File: src/rtl/regfile_sb.sv
// regfile_sb -- multi-port general-purpose register file with busy-bit
// scoreboard and registered write trace, for the pipelined MIPS core.
//
// Ports:
//   clk, reset           clock; synchronous active-high reset
//   ra / rd / rbusy      NRD packed read ports: address, data, pending-write flag
//   we0/wa0/wd0/pc0      write port 0 (enable, address, data, instruction PC)
//   we1/wa1/wd1/pc1      write port 1, wins over port 0 on an address clash
//   iss_en, iss_addr     issue: mark a destination register busy
//   busy_cnt             number of busy registers
//   trc_v, trc_*0/1      one-cycle-delayed trace of effective writes per port
module regfile_sb #(
  parameter int DATA_W   = 32,
  parameter int ADDR_W   = 5,
  parameter int NRD      = 2,
  parameter bit BYPASS   = 1'b1,
  parameter bit ZERO_REG = 1'b1
) (
  input  logic                  clk,
  input  logic                  reset,
  input  logic [NRD*ADDR_W-1:0] ra,
  output logic [NRD*DATA_W-1:0] rd,
  output logic [NRD-1:0]        rbusy,
  input  logic                  we0,
  input  logic [ADDR_W-1:0]     wa0,
  input  logic [DATA_W-1:0]     wd0,
  input  logic [31:0]           pc0,
  input  logic                  we1,
  input  logic [ADDR_W-1:0]     wa1,
  input  logic [DATA_W-1:0]     wd1,
  input  logic [31:0]           pc1,
  input  logic                  iss_en,
  input  logic [ADDR_W-1:0]     iss_addr,
  output logic [ADDR_W:0]       busy_cnt,
  output logic [1:0]            trc_v,
  output logic [ADDR_W-1:0]     trc_addr0,
  output logic [ADDR_W-1:0]     trc_addr1,
  output logic [DATA_W-1:0]     trc_data0,
  output logic [DATA_W-1:0]     trc_data1,
  output logic [31:0]           trc_pc0,
  output logic [31:0]           trc_pc1
);

  localparam int NREG  = 1 << ADDR_W;
  localparam int CNT_W = ADDR_W + 1;

  logic [DATA_W-1:0] mem_q [NREG];
  logic [DATA_W-1:0] mem_d [NREG];
  logic [NREG-1:0]   busy_q, busy_d;
  logic [CNT_W-1:0]  busy_cnt_q, busy_cnt_d;
  logic [1:0]        trc_v_q, trc_v_d;
  logic [ADDR_W-1:0] trc_addr0_q, trc_addr0_d, trc_addr1_q, trc_addr1_d;
  logic [DATA_W-1:0] trc_data0_q, trc_data0_d, trc_data1_q, trc_data1_d;
  logic [31:0]       trc_pc0_q, trc_pc0_d, trc_pc1_q, trc_pc1_d;

  logic eff0, eff1, iss_eff;
  logic cnt_inc, cnt_dec0, cnt_dec1;
  logic [ADDR_W-1:0] ra_arr [NRD];

  // With ZERO_REG, anything aimed at r0 is dropped before it reaches state.
  assign eff0    = we0    && (!ZERO_REG || (wa0 != '0));
  assign eff1    = we1    && (!ZERO_REG || (wa1 != '0));
  assign iss_eff = iss_en && (!ZERO_REG || (iss_addr != '0));

  for (genvar g = 0; g < NRD; g++) begin : g_ra
    assign ra_arr[g] = ra[g*ADDR_W +: ADDR_W];
  end

  always_comb begin
    rd    = '0;
    rbusy = '0;
    for (int i = 0; i < NRD; i++) begin
      if (ZERO_REG && (ra_arr[i] == '0)) begin
        rd[i*DATA_W +: DATA_W] = '0;
        rbusy[i]               = 1'b0;
      end else if (BYPASS && eff1 && (wa1 == ra_arr[i])) begin
        rd[i*DATA_W +: DATA_W] = wd1;
        rbusy[i]               = 1'b0;
      end else if (BYPASS && eff0 && (wa0 == ra_arr[i])) begin
        rd[i*DATA_W +: DATA_W] = wd0;
        rbusy[i]               = 1'b0;
      end else begin
        rd[i*DATA_W +: DATA_W] = mem_q[ra_arr[i]];
        rbusy[i]               = busy_q[ra_arr[i]];
      end
    end
  end

  // Port 1 is applied last so it overwrites port 0 on an address clash.
  always_comb begin
    for (int r = 0; r < NREG; r++) mem_d[r] = mem_q[r];
    if (eff0) mem_d[wa0] = wd0;
    if (eff1) mem_d[wa1] = wd1;
  end

  // Issue is applied last so it beats a same-cycle clear. The counter tracks
  // the popcount incrementally: a clear only counts if the bit was set, is not
  // re-set by the issue, and (for port 1) is not the same register as port 0.
  always_comb begin
    busy_d = busy_q;
    if (eff0)    busy_d[wa0]      = 1'b0;
    if (eff1)    busy_d[wa1]      = 1'b0;
    if (iss_eff) busy_d[iss_addr] = 1'b1;

    cnt_inc  = iss_eff && !busy_q[iss_addr];
    cnt_dec0 = eff0 && busy_q[wa0] && !(iss_eff && (iss_addr == wa0));
    cnt_dec1 = eff1 && busy_q[wa1] && !(iss_eff && (iss_addr == wa1))
               && !(eff0 && (wa0 == wa1));
    busy_cnt_d = busy_cnt_q + CNT_W'(cnt_inc) - CNT_W'(cnt_dec0) - CNT_W'(cnt_dec1);
  end

  always_comb begin
    trc_v_d     = {eff1, eff0};
    trc_addr0_d = eff0 ? wa0 : trc_addr0_q;
    trc_data0_d = eff0 ? wd0 : trc_data0_q;
    trc_pc0_d   = eff0 ? pc0 : trc_pc0_q;
    trc_addr1_d = eff1 ? wa1 : trc_addr1_q;
    trc_data1_d = eff1 ? wd1 : trc_data1_q;
    trc_pc1_d   = eff1 ? pc1 : trc_pc1_q;
  end

  always_ff @(posedge clk) begin
    if (reset) begin
      for (int r = 0; r < NREG; r++) mem_q[r] <= '0;
      busy_q      <= '0;
      busy_cnt_q  <= '0;
      trc_v_q     <= '0;
      trc_addr0_q <= '0;
      trc_data0_q <= '0;
      trc_pc0_q   <= '0;
      trc_addr1_q <= '0;
      trc_data1_q <= '0;
      trc_pc1_q   <= '0;
    end else begin
      for (int r = 0; r < NREG; r++) mem_q[r] <= mem_d[r];
      busy_q      <= busy_d;
      busy_cnt_q  <= busy_cnt_d;
      trc_v_q     <= trc_v_d;
      trc_addr0_q <= trc_addr0_d;
      trc_data0_q <= trc_data0_d;
      trc_pc0_q   <= trc_pc0_d;
      trc_addr1_q <= trc_addr1_d;
      trc_data1_q <= trc_data1_d;
      trc_pc1_q   <= trc_pc1_d;
    end
  end

  assign busy_cnt  = busy_cnt_q;
  assign trc_v     = trc_v_q;
  assign trc_addr0 = trc_addr0_q;
  assign trc_data0 = trc_data0_q;
  assign trc_pc0   = trc_pc0_q;
  assign trc_addr1 = trc_addr1_q;
  assign trc_data1 = trc_data1_q;
  assign trc_pc1   = trc_pc1_q;

endmodule

File: config.mk
export PLATFORM = sky130hd
export DESIGN_NAME = regfile_sb
export DESIGN_NICKNAME = d
export VERILOG_FILES = /design/src/rtl/regfile_sb.sv
export SDC_FILE = /design/constraint.sdc
export NUM_CORES = 2
export LEC_CHECK = 0
export BUFFER_PORTS_ARGS = -buffer_cell sky130_fd_sc_hd__buf_2
export CAP_MARGIN = 10
export CORE_ASPECT_RATIO = 1.25
export CORE_MARGIN = 2
export CORE_UTILIZATION = 45
export CTS_BUF_LIST = sky130_fd_sc_hd__clkbuf_4
export DETAILED_ROUTE_END_ITERATION = 8
export PLACE_DENSITY = 0.64
export SYNTH_ARGS = -nofsm -noshare
export SYNTH_HDL_FRONTEND = slang
export SYNTH_SLANG_ARGS = --single-unit
File: constraint.sdc
create_clock -name clk -period 8.7 [get_ports clk]
set_input_delay 1.74 -clock clk [delete_from_list [all_inputs] [get_ports clk]]
set_output_delay 1.74 -clock clk [all_outputs]
set_load 0.1 [all_outputs]
# Word-level counts from Yosys, hierarchy flattened
# Memory sizes are Yosys's and may differ from the RTL's.
# Cells that the tools add are included.
# word_totals
regBits	178
ram_bits	1024
input_bits	158
elab_cells	175
memories	1
# memory_table
memory	depth	word_bits	read_ports	rd_ports_with_merged_regs	write_ports	line	source
mem_q	32	32	34	0	32	47	logic [DATA_W-1:0] mem_q [NREG];
# classes
addsub	3
n_lt_le_gt_ge	12
n_eq_ne	7
n_mux	74
bitwise	39
n_reduce_logical	30
# ops
cell	count
$bwmux 1024	2
$mux 1024	2
$mux 32	43
$demux 32 s5	2
$and 32x32->32	2
$not 32->32	2
$eq 5x5->1	7
$or 1x1->1	32
$or 32x32->32	1
$lt 5x6->1 const B	5
$bmux 1 s5	5
$logic_and 1x1->1	21
$mux 1	17
$demux 1 s5	3
$ge 5x1->1 const B	3
$reduce_bool 5->1	3
$ge 6x6->1 const B	2
$lt 6x1->1 const B	2
$not 5->6	2
$sub 6x1->6	2
$logic_not 5->1	2
$add 6x1->6	1
$logic_not 1->1	4

# Longest topological paths before layout
# depth
word_depth	11
depth_mapped	17
ltp_nobuf	14

# Worst setup path before layout
# Ideal clock, no wire load.
# synth_path
path_kind	input to output
start	input port wa0[0]
end	output port rd[33]
arrival_ps	4761
required_time_ps	6960
path_slack_ps	2199
cell_stages	9
cell_sequence	buf_4 or2_1 buf_2 o21ai_4 nor4_1 or3b_1 buf_2 buf_2 o221ai_1
# synth_via
elab_chain_cells	6
word_cells_on_any_way	7
cone_classes	1 x eq/ne; 3 x mux; 3 x reduce/logical
# synth_rtl
item	line	source
from (decl)	25	input logic [ADDR_W-1:0] wa0,
$reduce_bool 5->1	61	assign eff0 = we0 && (!ZERO_REG || (wa0 != '0));
$logic_and 1x1->1	61	
$logic_and 1x1->1 (*)	79	end else if (BYPASS && eff0 && (wa0 == ra_arr[i])) begin
$mux 32 (*)	79	
$mux 32 (*)	76	end else if (BYPASS && eff1 && (wa1 == ra_arr[i])) begin
$mux 32 (*)	73	if (ZERO_REG && (ra_arr[i] == '0)) begin
to (decl)	22	output logic [NRD*DATA_W-1:0] rd,
# Every way passes the cells marked *; elsewhere a longest branch is shown, timed or not.

# Worst setup path in the final report
# layout_path
start	input port ra[9]
end	output port rd[53]
# layout_via
elab_chain_cells	5
word_cells_on_any_way	9
cone_classes	2 x eq/ne; 3 x mux; 3 x reduce/logical; 1 x memory
# layout_rtl
item	line	source
from (decl)	21	input logic [NRD*ADDR_W-1:0] ra,
parallel branches: the longest is 4 deep, another holds $mem_v2 32x32	n/a	
$mux 32 (*)	73	
# Mark *: on every way between the ends.

==> out/metrics.cfg <==
[clock_network]
htreeDepth=5
clock_sinks=1202
ctsHoldBuffers=0
cts_tree=yes
root_buffer=clkbuf_4
cts_buffers=345
clkTransAtPathRegs_ns=0.05
clockBufferDepth=4
ctsResizeCount=0
cts_setup_buffers=0
insertion_delay_ns=1.48

[route]
dr.pass1.iters=7
first_iter_violations=10879
antenna_left=0
wl_per_cell_um=32.14
viasPerCell=6.989
drc_errors=0
drt-total-wl_um=327400
num_vias=71192

[floorplanning]
start_util=0.4526
ios=370
core-area_um2=155900
die_w_um=358.1
die_area_um2=160000
rows=162
die_y_um=446.7

[placement]
hpwl_um=187900
gp_congestion=0.9752
numPortBuffers=369

[sta]
finalSetupTns_ns=0
slew_violations=0
rsz0062_at_grt=false
min_period_over_period=0.8243
fin_crit_ns=7.172
slew_headroom=0.1423
hold_viol_final=0
finalSetupViolations=0
skew_ns=0.09739
tightest_slew_ns=1.287
fmax_mhz=139.4

[pwr]
ir_drop_v=0.0002360
power_density_nw_per_um2=173.9
power_mw=13.30
p_leak_nw=28.13

[min_path]
min_to=trc_data1[6]$_SDFFE_PP0N_
hold_depth=2
hp-class=reg -> reg
hp-start=trc_data1[6]$_SDFFE_PP0N_

[worst_setup_path]
reg2regPathDepth=14
r2r-end=busy_cnt[5]$_SDFF_PP0_
cp.required_ns=6.96
worst_path_largest_cell_delay_ns=0.96
worst-path-buf-inv=3
path_cells=buf_4 -> or3b_4 -> buf_4 -> o221ai_1 -> a21oi_1 -> a22o_1 -> o221ai_1 -> buf_2
timing.critical_path.from_type=input pin
crit_family=buffers and inverters
r2r-start=busy_q[19]$_SDFF_PP0_
cp.arrival_ns=5.43
worstSetupPathType=in -> out
ff2ff_setup_slack_ns=4.91
critPathCaptureType=primary output
crit_fanout=44
slowest_stage=or3b_4

[synth]
synth-seq-cells=1202
ys_seq_area_frac=0.3411
avgSynthCellArea_um2=8.737
ys.flop_type=dfxtp_1
synth-edff-count=0
synth_nets=8240
synthArstFlopShare=0
yosys_warnings=0
ys_types=61
synthCells=8074
synth_area_um2=70540

[global_routing]
grt_pass1_vias=67689
grt_remaining_overflow=0
grt_max_degree=196
grt_pass1_wl_um=466700
gr-usage-all-layers=0.3974
antenna_found_initial=28

[cells_and_area]
drive_above_1_share=0.1915
final_nets=8052
area_growth_pct=8.453
utilization=0.4908

[status]
status=completed

[flow_run]
cap_violations=0

-- sequential cells by signal, summed over array words and instances, names as in the netlist --
signal and cells:
busy_cnt 6, busy_q 32, mem_q 1024, trc_addr0 5, trc_addr1 5, trc_data0 32
trc_data1 32, trc_pc0 32, trc_pc1 32, trc_v 2
-- cells in the mapped netlist, drive strengths merged (62+ instances only) --
cell type  instances  area, um^2
a211oi           677        5082
a21oi            436        2182
a22o              63       551.8
a311oi           350        3065
buf              385        1949
clkbuf           679        2550
dfxtp           1202       24060
mux2i            850        8508
mux4             360        8108
nand2            983        3690
nand3            147       735.7
nor2            1250        4755
o21ai             62       321.6
o221ai           156        1366
-- worst min-delay path, stage by stage (launching register included) --
cell and delay [ns]:
dfxtp_1 0.30, nand2_1 0.05, a21oi_1 0.05
-- per-stage QoR --
stage | hold slack (ns) | instance area [um^2] | std cells | worst slack [ns]
3_5_place_dp | 0.4433 | 72310 | 9586 | 1.728
4_1_cts | 0.4522 | 76380 | 10163 | 1.722
6_report | 0.4492 | 76500 | 10187 | 1.528
2_1_floorplan | 0.4509 | 70540 | 8074 | 2.199
3_3_place_gp | 0.4395 | 72310 | 9586 | 1.811
5_1_grt | 0.4698 | 76480 | 10178 | 1.443
-- report_power, final --
part,switching (mW),internal (mW)
logic,1.74,0.524
clock network,2.68,2.63
registers,0.0951,5.64
total,4.51,8.79
-- layout make-up --
class,instances,area (um^2)
fillers,14609,79370
multi-input cells,5766,42190
well taps,2050,2565
diodes,21,52.55
inverters,42,157.7
clock buffers,489,3671
clock inverters,88,397.9
flip-flops and latches,1202,24060
repair buffers,529,3403
-- layout by cell type (no fill, tap or decap), types with 61 or more instances in the layout --
cell      count
a211oi_1    677
a21oi_1     436
a221oi_1     61
a22o_1       63
a311oi_1    350
buf_2       359
buf_4       141
clkbuf_4    489
clkinv_1    100
dfxtp_1    1202
mux2_2       61
mux2i_1     850
mux4_2      360
nand2_1     936
nand3_1     145
nor2_1     1238
o21ai_0      61
o221ai_1    156
-- kinds of logic (layout without fill, tap and decap cells) --
| logic type | after synthesis | after routing | synth area share |
|---|---|---|---|
| flops | 1202 | 1202 | 0.3411 |
| simple gates | 2536 | 2536 | 0.1445 |
| xor+xnor | 39 | 39 | 0.004842 |
| buf+inv | 1106 | 1148 | 0.06602 |
| other cells | 0 | 21 | 0 |
| fa+ha+maj | 8 | 8 | 0.001632 |
| compound gates | 1912 | 1912 | 0.1966 |
| mux | 1271 | 1271 | 0.2453 |
-- layer usage --
metal,part of all wire,GRT usage,vias to the layer above
met5,0.0012,0.005538,-
met4,0.091,0.3030,22
met3,0.15,0.1551,1639
met2,0.41,0.5621,6139
met1,0.35,0.4817,33870
li1,-,-,29522
-- how the worst max path moves through the flow --
stage / from / to / depth (start not counted) / slack, ns
2_1_floorplan: wa0[0] / rd[33] / 9 / 2.20
3_3_place_gp: wa0[0] / rd[24] / 8 / 1.81
3_5_place_dp: wa0[0] / rd[24] / 8 / 1.73
4_1_cts: wa0[0] / rd[24] / 8 / 1.72
5_1_grt: wa0[0] / rd[20] / 9 / 1.44
6_report: ra[9] / rd[53] / 8 / 1.53
Power figures use the tool's default switching activity.
